--- config.mk ---
export PLATFORM = sky130hd
export DESIGN_NAME = fetch_controller_flat
export DESIGN_NICKNAME = d
export VERILOG_FILES = /design/src/rtl/fetch_controller_if.sv /design/src/rtl/fetch_controller.sv /design/src/flat_wrapper.sv
export SDC_FILE = /design/constraint.sdc
export NUM_CORES = 1
export LEC_CHECK = 0
export CAP_MARGIN = 20
export CORE_ASPECT_RATIO = 1.25
export CORE_MARGIN = 5
export CORE_UTILIZATION = 40
export DETAILED_ROUTE_END_ITERATION = 8
export MAX_ROUTING_LAYER = met4
export PLACE_DENSITY = 0.77
export SLEW_MARGIN = 10
export SYNTH_ARGS = -nofsm -noshare
export SYNTH_HDL_FRONTEND = slang
export SYNTH_SLANG_ARGS = --single-unit
--- constraint.sdc ---
create_clock -name clk -period 2 [get_ports clk]
set_input_delay 0.4 -clock clk [delete_from_list [all_inputs] [get_ports clk]]
set_output_delay 0.4 -clock clk [all_outputs]
set_load 0.005 [all_outputs]
--- src/rtl/fetch_controller_if.sv ---
// Fetch-stage bus: instruction-memory read port, redirect/halt controls and
// the decode-side valid/ready output slot.
interface fetch_controller_if;
    logic [31:0] imem_addr;
    logic [31:0] imem_data;
    logic        redirect_valid;
    logic [31:0] redirect_pc;
    logic        halt_req;
    logic        out_valid;
    logic        out_ready;
    logic [31:0] out_instr;
    logic [31:0] out_pc;

    modport master (
        output imem_addr,
        input  imem_data,
        input  redirect_valid,
        input  redirect_pc,
        input  halt_req,
        output out_valid,
        input  out_ready,
        output out_instr,
        output out_pc
    );

    modport slave (
        input  imem_addr,
        output imem_data,
        output redirect_valid,
        output redirect_pc,
        output halt_req,
        input  out_valid,
        output out_ready,
        input  out_instr,
        input  out_pc
    );
endinterface

--- src/rtl/fetch_controller.sv ---
// Single-slot instruction fetch controller: sequential fetch from a combinational
// instruction memory, with redirect, halt, range/alignment faults and a transfer counter.
module fetch_controller #(
    parameter logic [31:0] RESET_PC  = 32'h00000000,
    parameter int          MEM_DEPTH = 1024
) (
    input  logic                      clk,
    input  logic                      rst_n,
    fetch_controller_if.master        bus,
    output logic [1:0]                state,
    output logic [15:0]               fetch_count
);

    typedef enum logic [1:0] {
        IDLE   = 2'd0,
        FETCH  = 2'd1,
        HALTED = 2'd2,
        FAULT  = 2'd3
    } state_t;

    localparam logic [30:0] DEPTH_WORDS = 31'(MEM_DEPTH);

    state_t      cur_state, next_state;
    logic [31:0] pc, pc_next;
    logic        valid_q, valid_next, load_slot;
    logic [31:0] instr_q, slot_pc_q;
    logic        slot_free, transfer, in_range;

    assign transfer  = valid_q && bus.out_ready;
    assign slot_free = !valid_q || bus.out_ready;
    assign in_range  = {1'b0, pc[31:2]} < DEPTH_WORDS;

    assign bus.imem_addr = pc;
    assign bus.out_valid = valid_q;
    assign bus.out_instr = instr_q;
    assign bus.out_pc    = slot_pc_q;
    assign state         = cur_state;

    // Redirect outranks halt and fetch everywhere except the sticky fault state;
    // a flushed slot may still be accepted by decode in the same cycle.
    always_comb begin
        next_state = cur_state;
        pc_next    = pc;
        valid_next = valid_q;
        load_slot  = 1'b0;
        if (cur_state != FAULT && bus.redirect_valid) begin
            valid_next = 1'b0;
            if (bus.redirect_pc[1:0] != 2'b00) begin
                next_state = FAULT;
            end else begin
                pc_next    = bus.redirect_pc;
                next_state = FETCH;
            end
        end else begin
            case (cur_state)
                IDLE: begin
                    valid_next = 1'b0;
                    next_state = FETCH;
                end
                FETCH: begin
                    if (slot_free) begin
                        if (bus.halt_req) begin
                            valid_next = 1'b0;
                            next_state = HALTED;
                        end else if (!in_range) begin
                            valid_next = 1'b0;
                            next_state = FAULT;
                        end else begin
                            load_slot  = 1'b1;
                            valid_next = 1'b1;
                            pc_next    = pc + 32'd4;
                        end
                    end
                end
                default: valid_next = 1'b0;
            endcase
        end
    end

    always_ff @(posedge clk or negedge rst_n) begin
        if (!rst_n) begin
            cur_state <= IDLE;
            pc        <= RESET_PC;
            valid_q   <= 1'b0;
            instr_q   <= 32'd0;
            slot_pc_q <= 32'd0;
        end else begin
            cur_state <= next_state;
            pc        <= pc_next;
            valid_q   <= valid_next;
            if (load_slot) begin
                instr_q   <= bus.imem_data;
                slot_pc_q <= pc;
            end
        end
    end

    // Saturating count of accepted transfers.
    always_ff @(posedge clk or negedge rst_n) begin
        if (!rst_n) begin
            fetch_count <= 16'd0;
        end else if (transfer && fetch_count != 16'hFFFF) begin
            fetch_count <= fetch_count + 16'd1;
        end
    end

endmodule
--- src/flat_wrapper.sv ---
// flat-port wrapper written by rule: the top's interface ports become plain ports
module fetch_controller_flat 
#(
    parameter logic [31:0] RESET_PC  = 32'h00000000,
    parameter int          MEM_DEPTH = 1024
)
  (clk, rst_n, state, fetch_count, bus_imem_addr, bus_imem_data, bus_redirect_valid, bus_redirect_pc, bus_halt_req, bus_out_valid, bus_out_ready, bus_out_instr, bus_out_pc);
  fetch_controller_if bus_i ();
  input  logic clk;
  input  logic rst_n;
  output logic [1:0] state;
  output logic [15:0] fetch_count;
  output wire logic [$bits(bus_i.imem_addr)-1:0] bus_imem_addr;
  input wire logic [$bits(bus_i.imem_data)-1:0] bus_imem_data;
  input wire logic [$bits(bus_i.redirect_valid)-1:0] bus_redirect_valid;
  input wire logic [$bits(bus_i.redirect_pc)-1:0] bus_redirect_pc;
  input wire logic [$bits(bus_i.halt_req)-1:0] bus_halt_req;
  output wire logic [$bits(bus_i.out_valid)-1:0] bus_out_valid;
  input wire logic [$bits(bus_i.out_ready)-1:0] bus_out_ready;
  output wire logic [$bits(bus_i.out_instr)-1:0] bus_out_instr;
  output wire logic [$bits(bus_i.out_pc)-1:0] bus_out_pc;
  assign bus_imem_addr = bus_i.imem_addr;
  assign bus_i.imem_data = bus_imem_data;
  assign bus_i.redirect_valid = bus_redirect_valid;
  assign bus_i.redirect_pc = bus_redirect_pc;
  assign bus_i.halt_req = bus_halt_req;
  assign bus_out_valid = bus_i.out_valid;
  assign bus_i.out_ready = bus_out_ready;
  assign bus_out_instr = bus_i.out_instr;
  assign bus_out_pc = bus_i.out_pc;
  fetch_controller #(.RESET_PC(RESET_PC), .MEM_DEPTH(MEM_DEPTH)) u_core (.clk(clk), .rst_n(rst_n), .bus(bus_i), .state(state), .fetch_count(fetch_count));
endmodule
==> flow_summary.toml, run 1 <==
[floorplan]
core_sq_mm = 0.0120
initial_core_util_pct = 40.5
dieArea_sq_mm = 0.0145
rows = 45
io_pins = 184
die_h_um = 134
die_w_um = 109

[worst_setup_path]
path_delay_family = "simple AND/OR/NAND/NOR gates"
crit_path_end_kind = "flip-flop"
worstPathRequired_ns = 2.28
crit_chain = "nor4_4 -> buf_4 -> nand4_1 -> nor3_4 -> buf_6 -> clkbuf_16 -> mux2_4"
worst_ep_arrival_time_ns = 2.25
startpoint_type = "flip-flop"
max_stage_delay_ns = 0.41
path_class = "reg2reg"
worstPathMaxFanout = 6
cp_num_buf_inv = 3
slowest_stage = "dfrtp_1"

[drt]
drc_errors = 0
post_drt_wl_per_cell_um = 18.3
ant_nets = 0
totalWireLength_um = 15800
drt_iter0_drc = 260
vias = 4507
vias_per_cell = 5.21
dr.pass1.iters = 5

[timing]
timing.final.crit_period_ns = 1.97
fmaxAchievable_ghz = 0.508
rsz0062_at_grt = "yes"
final_hold_viol_count = 0
worst_pin_slew_ns = 0.456
final.setup_skew_ns = 0.00871
maxSlewViolCount = 0
setup_violations = 0
period_share_pct = 98.4
setup_tns_ns = 0
max_slew_margin_pct = 69.6
setup_slack_ns = 0.0322

[global_routing]
antenna_found_initial = 0
globalRoute.totalOverflow = 0
track_usage_pct = 21.2
grt_start_max_net_pins = 44
grt_pass1_wl_um = 23400
grt_pass1_vias = 4758

[final_layout]
final_common_cell = "clkdlybuf4s50_1"
nets = 760
finalInstanceArea_sq_mm = 0.00835
layout_common_cells = "clkdlybuf4s50_1 (182), dfrtp_1 (115), buf_4 (58), nand2_1 (50), mux2_4 (35)"
fin_cells = 865
insertedDiodeCount = 0
nFillCells = 916
syn2layout_area_growth_pct = 71.1
drive_gt1_share_pct = 21.3

[power_and_ir_drop]
ir_drop_uv = 631
power.leakage_nw = 3.82
fin_total_pwr_mw = 5.92
power_density_mw_per_mm2 = 709

[flow_run]
maxCapViolations = 0

[synth]
synthFlopType = "dfrtp_1"
syn_area_sq_mm = 0.00488
avgSynthCellArea_sq_um = 11.4
ys_seq_area_share_pct = 59.0
synthesis.nets = 500
syn_inst = 429
yosys_warnings = 0
ys_seq_elements = 115
async_flop_share_pct = 100
synth_edf_count = 0
synth.distinct_cells = 46

[status]
status = "complete, no violations"

[clocking]
cts_root_buf = "clkbuf_16"
cts_tree = "done"
cts_buffers = 17
cts_buffer_depth = 2
htree_levels = 4
clk_pin_slew_worst_paths_ns = 0.05
cts_sinks = 115
insertion_delay_ns = 0.40

[placement]
dp_slack_ns = -0.387
port_buffers = 183
dpl-instance-area_sq_mm = 0.00738
dp.cells = 821
dp_hpwl_um = 10800
place_congestion = 0.947

[hold_path]
hold_class = "reg2reg"
==> layout make-up <==
class / count / area [sq um] / area share (%)
clock inverters: 9 / 129 / 1.54
clock buffers: 22 / 474 / 5.68
flip-flops and latches: 115 / 2880 / 34.5
repair buffers: 258 / 2590 / 31.0
inverters: 6 / 22.5 / 0.270
multi-input cells: 291 / 2050 / 24.6
well taps: 164 / 205 / 2.46
==> power by group <==
part           internal, mW  switching (mW)  leakage, nW  total (mW)
Sequential             2.37          0.0366         1.56        2.41
Clock                  2.04            1.02        0.292        3.06
Combinational         0.277           0.175         1.96       0.452
==> flip-flops by register name (all words and copies together) (netlist names) <==
name                  flops
u_core.bus.out_pc        32
u_core.bus.imem_addr     32
u_core.bus.out_valid      1
u_core.state              2
u_core.bus.out_instr     32
u_core.fetch_count       16
==> cells in the mapped netlist, types with 3 or more instances <==
cell	n	share of area (%)
o21ai_0	15	1.5
clkbuf_1	8	0.62
o211ai_1	3	0.46
xnor2_1	4	0.72
nand3_1	19	1.9
buf_2	6	0.62
nand4_1	12	1.5
o22ai_1	5	0.64
xor2_1	9	1.6
nor2_1	29	2.2
nor3_1	12	1.2
inv_1	6	0.46
o221ai_1	4	0.72
and2_1	4	0.51
o21a_1	4	0.62
dfrtp_1	115	59
nand2_1	50	3.8
mux2_1	19	4.4
mux2_2	26	6.0
a21oi_1	19	1.9
nor4_1	7	0.90
nor2b_1	21	2.7
==> repair_timing <==
action,CTS,global route
buffers inserted,2,3
hold endpoints to repair,31,0
resized for setup,3,41
pin swaps,2,3
endpoints found under the setup margin,48,62
hold buffers,1,0
gates cloned,1,6
==> per-layer routing <==
metal | GRT usage [%] | vias up | part of all wire (%)
met5 | - | - | 0
met2 | 34.9 | 205 | 51
met3 | 5.19 | 39 | 5.1
li1 | - | 2053 | -
met1 | 24.8 | 2210 | 42
met4 | 8.42 | 0 | 2.6
==> path summary, 6_finish.rpt <==
kind	from	to	slack, ns	cells past startpoint
max in group asynchronous	rst_n	u_core.bus.imem_addr[12]	0.90	3
hold reg to reg	u_core.bus.out_pc[0]	u_core.bus.out_pc[0]	0.49	1
setup / recovery	u_core.bus.imem_addr[16]	u_core.bus.out_pc[7]	0.03	7
hold / removal	u_core.bus.out_pc[0]	u_core.bus.out_pc[0]	0.49	1
min in group asynchronous	rst_n	u_core.fetch_count[11]	0.51	2
setup reg to reg	u_core.bus.imem_addr[16]	u_core.bus.out_pc[7]	0.03	7
==> logic make-up (layout without fill, tap and decap cells) <==
logic type	Yosys count	after routing	synth area share [%]
AO/OA/AOI/OAI	63	63	8.31
XOR/XNOR	13	13	2.33
adder cells (fa/ha/maj)	2	2	0.513
buffers and inverters	23	295	2.31
flip-flops	115	115	59.0
multiplexers	45	45	10.4
AND/OR/NAND/NOR	168	168	17.2
==> through the flow <==
step                      utilization [%]  hold slack (ns)
after floorplan                         -            0.104
after global placement               61.2            0.373
after detailed placement             61.2            0.381
after CTS                            66.7            0.490
after global routing                 69.3            0.513
final                                69.3            0.488
Note: power is estimated with default switching activity, not from simulation.
==> run 2, diff against run 1 <==
Settings changed: CORE_ASPECT_RATIO 1.25 to unset, CORE_UTILIZATION 40 to 41, CTS_BUF_LIST set to sky130_fd_sc_hd__clkbuf_8, PLACE_DENSITY 0.77 to 0.78.
==> run 2 against run 1 <==
The run now ends with setup timing left. Largest cell class unchanged. Sequential power hardly changed. Largest power group is now registers. First-iteration DRC count rose by 66%. Sequential cell count unchanged. Count of clock-buffer cells in the layout down 5. Worst setup slack got worse by 0.15 ns. Power decreased by 18%. Clock skew increased by 0.0055 ns.
==> flow_summary.toml, run 2 (synthesized netlist as in run 1, its figures left out) <==
[drt]
drt_iter0_drc = 432
vias_per_cell = 5.17
ant_nets = 0
totalWireLength_um = 15100
drc_errors = 0
post_drt_wl_per_cell_um = 18.0
dr.pass1.iters = 4
vias = 4344

[flow_run]
maxCapViolations = 0

[floorplan]
die_w_um = 119
initial_core_util_pct = 42.2
dieArea_sq_mm = 0.0142
die_h_um = 119
core_sq_mm = 0.0116
rows = 39
io_pins = 184

[global_routing]
grt_pass1_vias = 4562
grt_start_max_net_pins = 57
track_usage_pct = 21.4
grt_pass1_wl_um = 23500
antenna_found_initial = 0
globalRoute.totalOverflow = 0

[power_and_ir_drop]
fin_total_pwr_mw = 4.86
power.leakage_nw = 3.65
ir_drop_uv = 551
power_density_mw_per_mm2 = 612

[worst_setup_path]
r2r_start = "u_core.bus.imem_addr[16]"
worst_ep_arrival_time_ns = 2.43
reg2reg_to = "u_core.bus.out_instr[10]"
worstPathRequired_ns = 2.31
r2r_setup_slack_ns = -0.11
r2r_cells = 7
path_class = "reg2reg"
crit_path_end_kind = "flip-flop"
startpoint_type = "flip-flop"
worstPathMaxFanout = 5

[final_layout]
final-seq-area_sq_mm = 0.00288
nets = 755
nFillCells = 866
insertedDiodeCount = 0
syn2layout_area_growth_pct = 62.7
layout_common_cells = "clkdlybuf4s50_1 (182), dfrtp_1 (114), buf_4 (59), nand2_1 (50), nor2_1 (29)"
multi_input_area_sq_mm = 0.00201
fin_cells = 840
final_common_cell = "clkdlybuf4s50_1"
drive_gt1_share_pct = 20.5

[clocking]
cts_buffer_depth = 2
cts_tree = "done"
htree_levels = 4
clk_pin_slew_worst_paths_ns = 0.08
cts_sinks = 115
cts_buffers = 17
insertion_delay_ns = 0.43
cts_root_buf = "clkbuf_8"

[placement]
dp_hpwl_um = 10600
place_congestion = 0.905
port_buffers = 183
dp.cells = 798

[timing]
final_hold_viol_count = 0
fmaxAchievable_ghz = 0.473
setup_slack_ns = -0.115
maxSlewViolCount = 0
final.setup_skew_ns = 0.0142
max_slew_margin_pct = 70.6
period_share_pct = 106
timing.final.crit_period_ns = 2.11
worst_pin_slew_ns = 0.440
setup_violations = 48
rsz0062_at_grt = "yes"

[status]
status = "complete, but fails checks"
violations = "setup timing"

[hold_path]
hold_class = "in2async"
==> run 2: metal layers <==
metal | part of all wire (%) | vias up | GRT usage, %
met1 | 42 | 2119 | 25.7
met3 | 7.1 | 22 | 6.92
met4 | 1.9 | 0 | 7.68
li1 | - | 2035 | -
met2 | 49 | 168 | 34.2
met5 | 0 | - | -
==> run 2: per-stage QoR <==
step | setup TNS, ns | utilization [%] | setup WS [ns] | hold slack [ns] | area, sq um
2_1_floorplan | 0 | - | 0.113 | 0.104 | 4880
3_3_place_gp | -15.39 | 63.1 | -0.263 | 0.360 | 7290
3_5_place_dp | -20.85 | 63.1 | -0.330 | 0.360 | 7290
4_1_cts | -1.21 | 66.9 | -0.0498 | 0.428 | 7730
5_1_grt | -7.62 | 68.6 | -0.179 | 0.450 | 7940
6_report | -3.58 | 68.6 | -0.115 | 0.445 | 7940
==> run 2: worst max-delay path by stage <==
stage | cells past startpoint | startpoint | slack [ns] | end
6_report | 7 | u_core.bus.imem_addr[16] | -0.11 | u_core.bus.out_instr[10]
3_5_place_dp | 6 | bus_redirect_valid | -0.33 | u_core.bus.out_instr[22]
4_1_cts | 7 | u_core.bus.imem_addr[16] | -0.05 | u_core.bus.out_pc[2]
5_1_grt | 7 | u_core.bus.imem_addr[31] | -0.18 | u_core.bus.out_instr[20]
2_1_floorplan | 6 | u_core.bus.imem_addr[16] | 0.11 | u_core.bus.out_pc[2]
3_3_place_gp | 6 | bus_redirect_valid | -0.26 | u_core.bus.imem_addr[31]
==> run 2: area by class of cell <==
| cell class | instances | share of cell area (%) |
|---|---|---|
| sequential | 115 | 36.3 |
| clock inverter | 15 | 1.69 |
| clock buffer | 17 | 2.95 |
| multi-input combinational | 291 | 25.3 |
| timing repair buffer | 253 | 31.3 |
| tap | 143 | 2.25 |
| inverter | 6 | 0.284 |
==> run 2: power by group <==
group	total, mW	leakage, nW	internal, mW	switching (mW)
Sequential	2.40	1.56	2.36	0.0392
Combinational	0.437	1.92	0.270	0.168
Clock	2.02	0.176	0.987	1.03
Total	4.86	3.65	3.62	1.24
==> run 2: critical path, cell delays in order (launching register included) <==
cell,delay (ns)
dfrtp_1,0.40
nor4_2,0.31
buf_4,0.16
nand4_1,0.15
nor3_4,0.29
buf_6,0.19
clkbuf_16,0.17
mux2_4,0.30
==> run 2: timing repair <==
action                                  in CTS  in global routing
cloned                                       1                  4
endpoints found under the setup margin      50                 67
pin swaps                                    0                  5
hold endpoints to repair                    25                  0
gates resized for setup                      3                 28
hold buffers                                 1                  0
setup buffers                                3                  3
==> run 3, diff against run 2 <==
Settings changed: ABC_AREA set to 1, CORE_UTILIZATION 41 to 44, PLACE_DENSITY 0.78 to 0.79.
==> run 3 against run 2 <==
Sequential cell count did not move. Worst setup slack improved by 0.19 ns. Hold slack got worse by 0.015 ns. First-iteration DRC count fell by 18%. Register-to-register slack improved by 0.33 ns. Clock skew fell by 0.0046 ns. The run now ends clean. Cell area rose by 7.2%. Critical endpoint is now bus_imem_addr[9]. Clock power rose by 23%. Sequential power rose by 31%. Largest power group unchanged. Die area rose by 11%.
==> flow_summary.toml, run 3 <==
[status]
status = "complete, no violations"

[timing]
hold_slack_ns = 0.429
setup_tns_ns = 0
fmaxAchievable_ghz = 0.519
max_slew_margin_pct = 73.2
period_share_pct = 96.4
maxSlewViolCount = 0
worst_pin_slew_ns = 0.402
setup_violations = 0
final_hold_viol_count = 0
setup_slack_ns = 0.0730
timing.final.crit_period_ns = 1.93
final.setup_skew_ns = 0.00961
rsz0062_at_grt = "no"

[power_and_ir_drop]
seqPwrFrac_pct = 39.7
ir_drop_uv = 552
power_density_mw_per_mm2 = 933
comb_power_share_pct = 29.1
clock_power_share_pct = 31.2
p_int_mw = 5.35
sw_frac_of_total_pct = 32.6
switchingPower_mw = 2.59
power.leakage_nw = 4.01

[global_routing]
globalRoute.totalOverflow = 0
track_usage_pct = 22.6
grt_pass1_wl_um = 27700
grt_start_max_net_pins = 41
antenna_found_initial = 0
grt_pass1_vias = 5629

[worst_setup_path]
worstPathMaxFanout = 6
crit_path_end_kind = "output port"
worstPathRequired_ns = 1.60
crit_chain = "clkdlybuf4s50_1"
path_delay_family = "buffers and inverters"
max_stage_delay_ns = 0.57
cp.depth = 1
worst_ep_arrival_time_ns = 1.53
path_class = "reg2out"
slowest_stage = "clkdlybuf4s50_1"
cp_num_buf_inv = 1
startpoint_type = "flip-flop"
r2r_cells = 10

[final_layout]
syn2layout_area_growth_pct = 45.5
layout_common_cells = "nand2_1 (304), clkdlybuf4s50_1 (182), dfrtp_1 (115), nor2_1 (113), inv_1 (65)"
finalInstanceArea_sq_mm = 0.00851
insertedDiodeCount = 0
nets = 1059
drive_gt1_share_pct = 7.30
final_common_cell = "nand2_1"

[drt]
drt_iter0_drc = 354
drc_errors = 0
vias_per_cell = 4.86
vias = 5720
ant_nets = 0
totalWireLength_um = 16700
dr.pass1.iters = 5
post_drt_wl_per_cell_um = 14.2

[synth]
synth-compound-area-share_pct = 5.86
yosys_warnings = 0
synth_fa_ha_area_share_pct = 0.428
ys_top_cells_by_area = "dfrtp_1 (49%), nand2_1 (20%), nor2_1 (7.3%), inv_1 (4.0%), nand3_1 (3.9%)"
avgSynthCellArea_sq_um = 7.45
muxShareOfSynthArea_pct = 0
synthTopCellsByCount = "nand2_1 (304), dfrtp_1 (115), nor2_1 (114)"
syn_inst = 785
ys_seq_elements = 115
async_flop_share_pct = 100
synthesis.nets = 856
post-synth-top-count-cell = "nand2_1"
yosys.area_share.simple_pct = 34.9
synth_edf_count = 0
syn_area_sq_mm = 0.00585
synth.distinct_cells = 29
synth_top_family_by_area = "simple AND/OR/NAND/NOR gates"
synth_top_area_share_pct = 49.2
synthFlopType = "dfrtp_1"
ys_seq_area_share_pct = 49.2
synthXorXnorAreaFrac_pct = 2.40
synth_area_leader_cell = "dfrtp_1"

[placement]
dpl-instance-area_sq_mm = 0.00805
dp_hpwl_um = 12600
port_buffers = 183
dp_slack_ns = -0.0141
place_congestion = 0.956

[hold_path]
hold_class = "in2async"

[clocking]
cts_root_buf = "clkbuf_8"
cts_sinks = 115
cts_tree = "done"
cts_buffer_depth = 2
cts_buffers = 17
insertion_delay_ns = 0.45
htree_levels = 4
clk_pin_slew_worst_paths_ns = 0.07
post-cts-setup-buffers = 0

[floorplan]
core_sq_mm = 0.0131
die_w_um = 125
die_h_um = 125
dieArea_sq_mm = 0.0157
initial_core_util_pct = 44.5
rows = 42
io_pins = 184

[flow_run]
maxCapViolations = 0
run 3: cell count changes after synthesis, moves of 13 or more:
cell / previous run / this run
nand2_1: 50 / 304
nor2_1: 29 / 114
inv_1: 6 / 63
nand3_1: 19 / 46
mux2_2: 26 / 0
nor2b_1: 21 / 0
mux2_1: 19 / 0
o21ai_0: 15 / 28
run 3: cell families after synthesis:
family,after synthesis
AOI/OAI and AO/OA,64
xor gates and xnor gates,16
adders and majority gates,2
buffers and inverters,92
DFF,115
and+or+nand+nor,496
run 3: final timing paths:
kind | startpoint | endpoint | slack [ns]
setup / recovery | u_core.bus.imem_addr[9] | bus_imem_addr[9] | 0.07
hold / removal | rst_n | u_core.bus.out_pc[30] | 0.43
setup reg to reg | u_core.bus.imem_addr[3] | u_core.bus.imem_addr[12] | 0.22
hold reg to reg | u_core.bus.out_instr[24] | u_core.bus.out_instr[24] | 0.48
max in group asynchronous | rst_n | u_core.bus.out_pc[20] | 0.94
min in group clk | u_core.bus.out_instr[24] | u_core.bus.out_instr[24] | 0.48
run 3: final cells by class:
cell class	instances	area, sq um
Sequential cell	115	2880
Inverter	66	253
Fill cell	1149	4630
Clock inverter	12	188
Timing Repair Buffer	210	2160
Clock buffer	19	262
Multi-Input combinational cell	578	2550
Tap cell	176	220
run 3: layer usage:
| layer | track usage (%) | vias to the layer above | routed length (um) |
|---|---|---|---|
| met1 | 27.6 | 2646 | 7170 |
| met5 | - | - | 0 |
| met2 | 37.3 | 181 | 8320 |
| met3 | 4.90 | 32 | 858 |
| li1 | - | 2861 | - |
| met4 | 7.84 | 0 | 388 |
run 3: metrics by stage:
stage	power, mW	util [%]	instances
finish	7.94	64.8	1176
global route	8.43	64.8	1176
floorplan	4.16	-	785
CTS	7.99	64.8	1176
global placement	5.45	61.3	1144
detailed placement	5.48	61.3	1144
run 3: power groups by stage:
| stage | logic [mW] | registers (mW) | clock network [mW] |
|---|---|---|---|
| global placement | 2.27 | 3.18 | 0 |
| finish | 2.31 | 3.15 | 2.48 |
| CTS | 2.33 | 3.14 | 2.52 |
| global route | 2.59 | 3.21 | 2.63 |
| detailed placement | 2.31 | 3.18 | 0 |
| floorplan | 1.09 | 3.07 | 0 |
run 3: what timing repair did:
| action | CTS | global route |
|---|---|---|
| hold buffers | 1 | 0 |
| endpoints found under the setup margin | 0 | 2 |
| resized for setup | 0 | 1 |
| hold endpoints to repair | 26 | 0 |
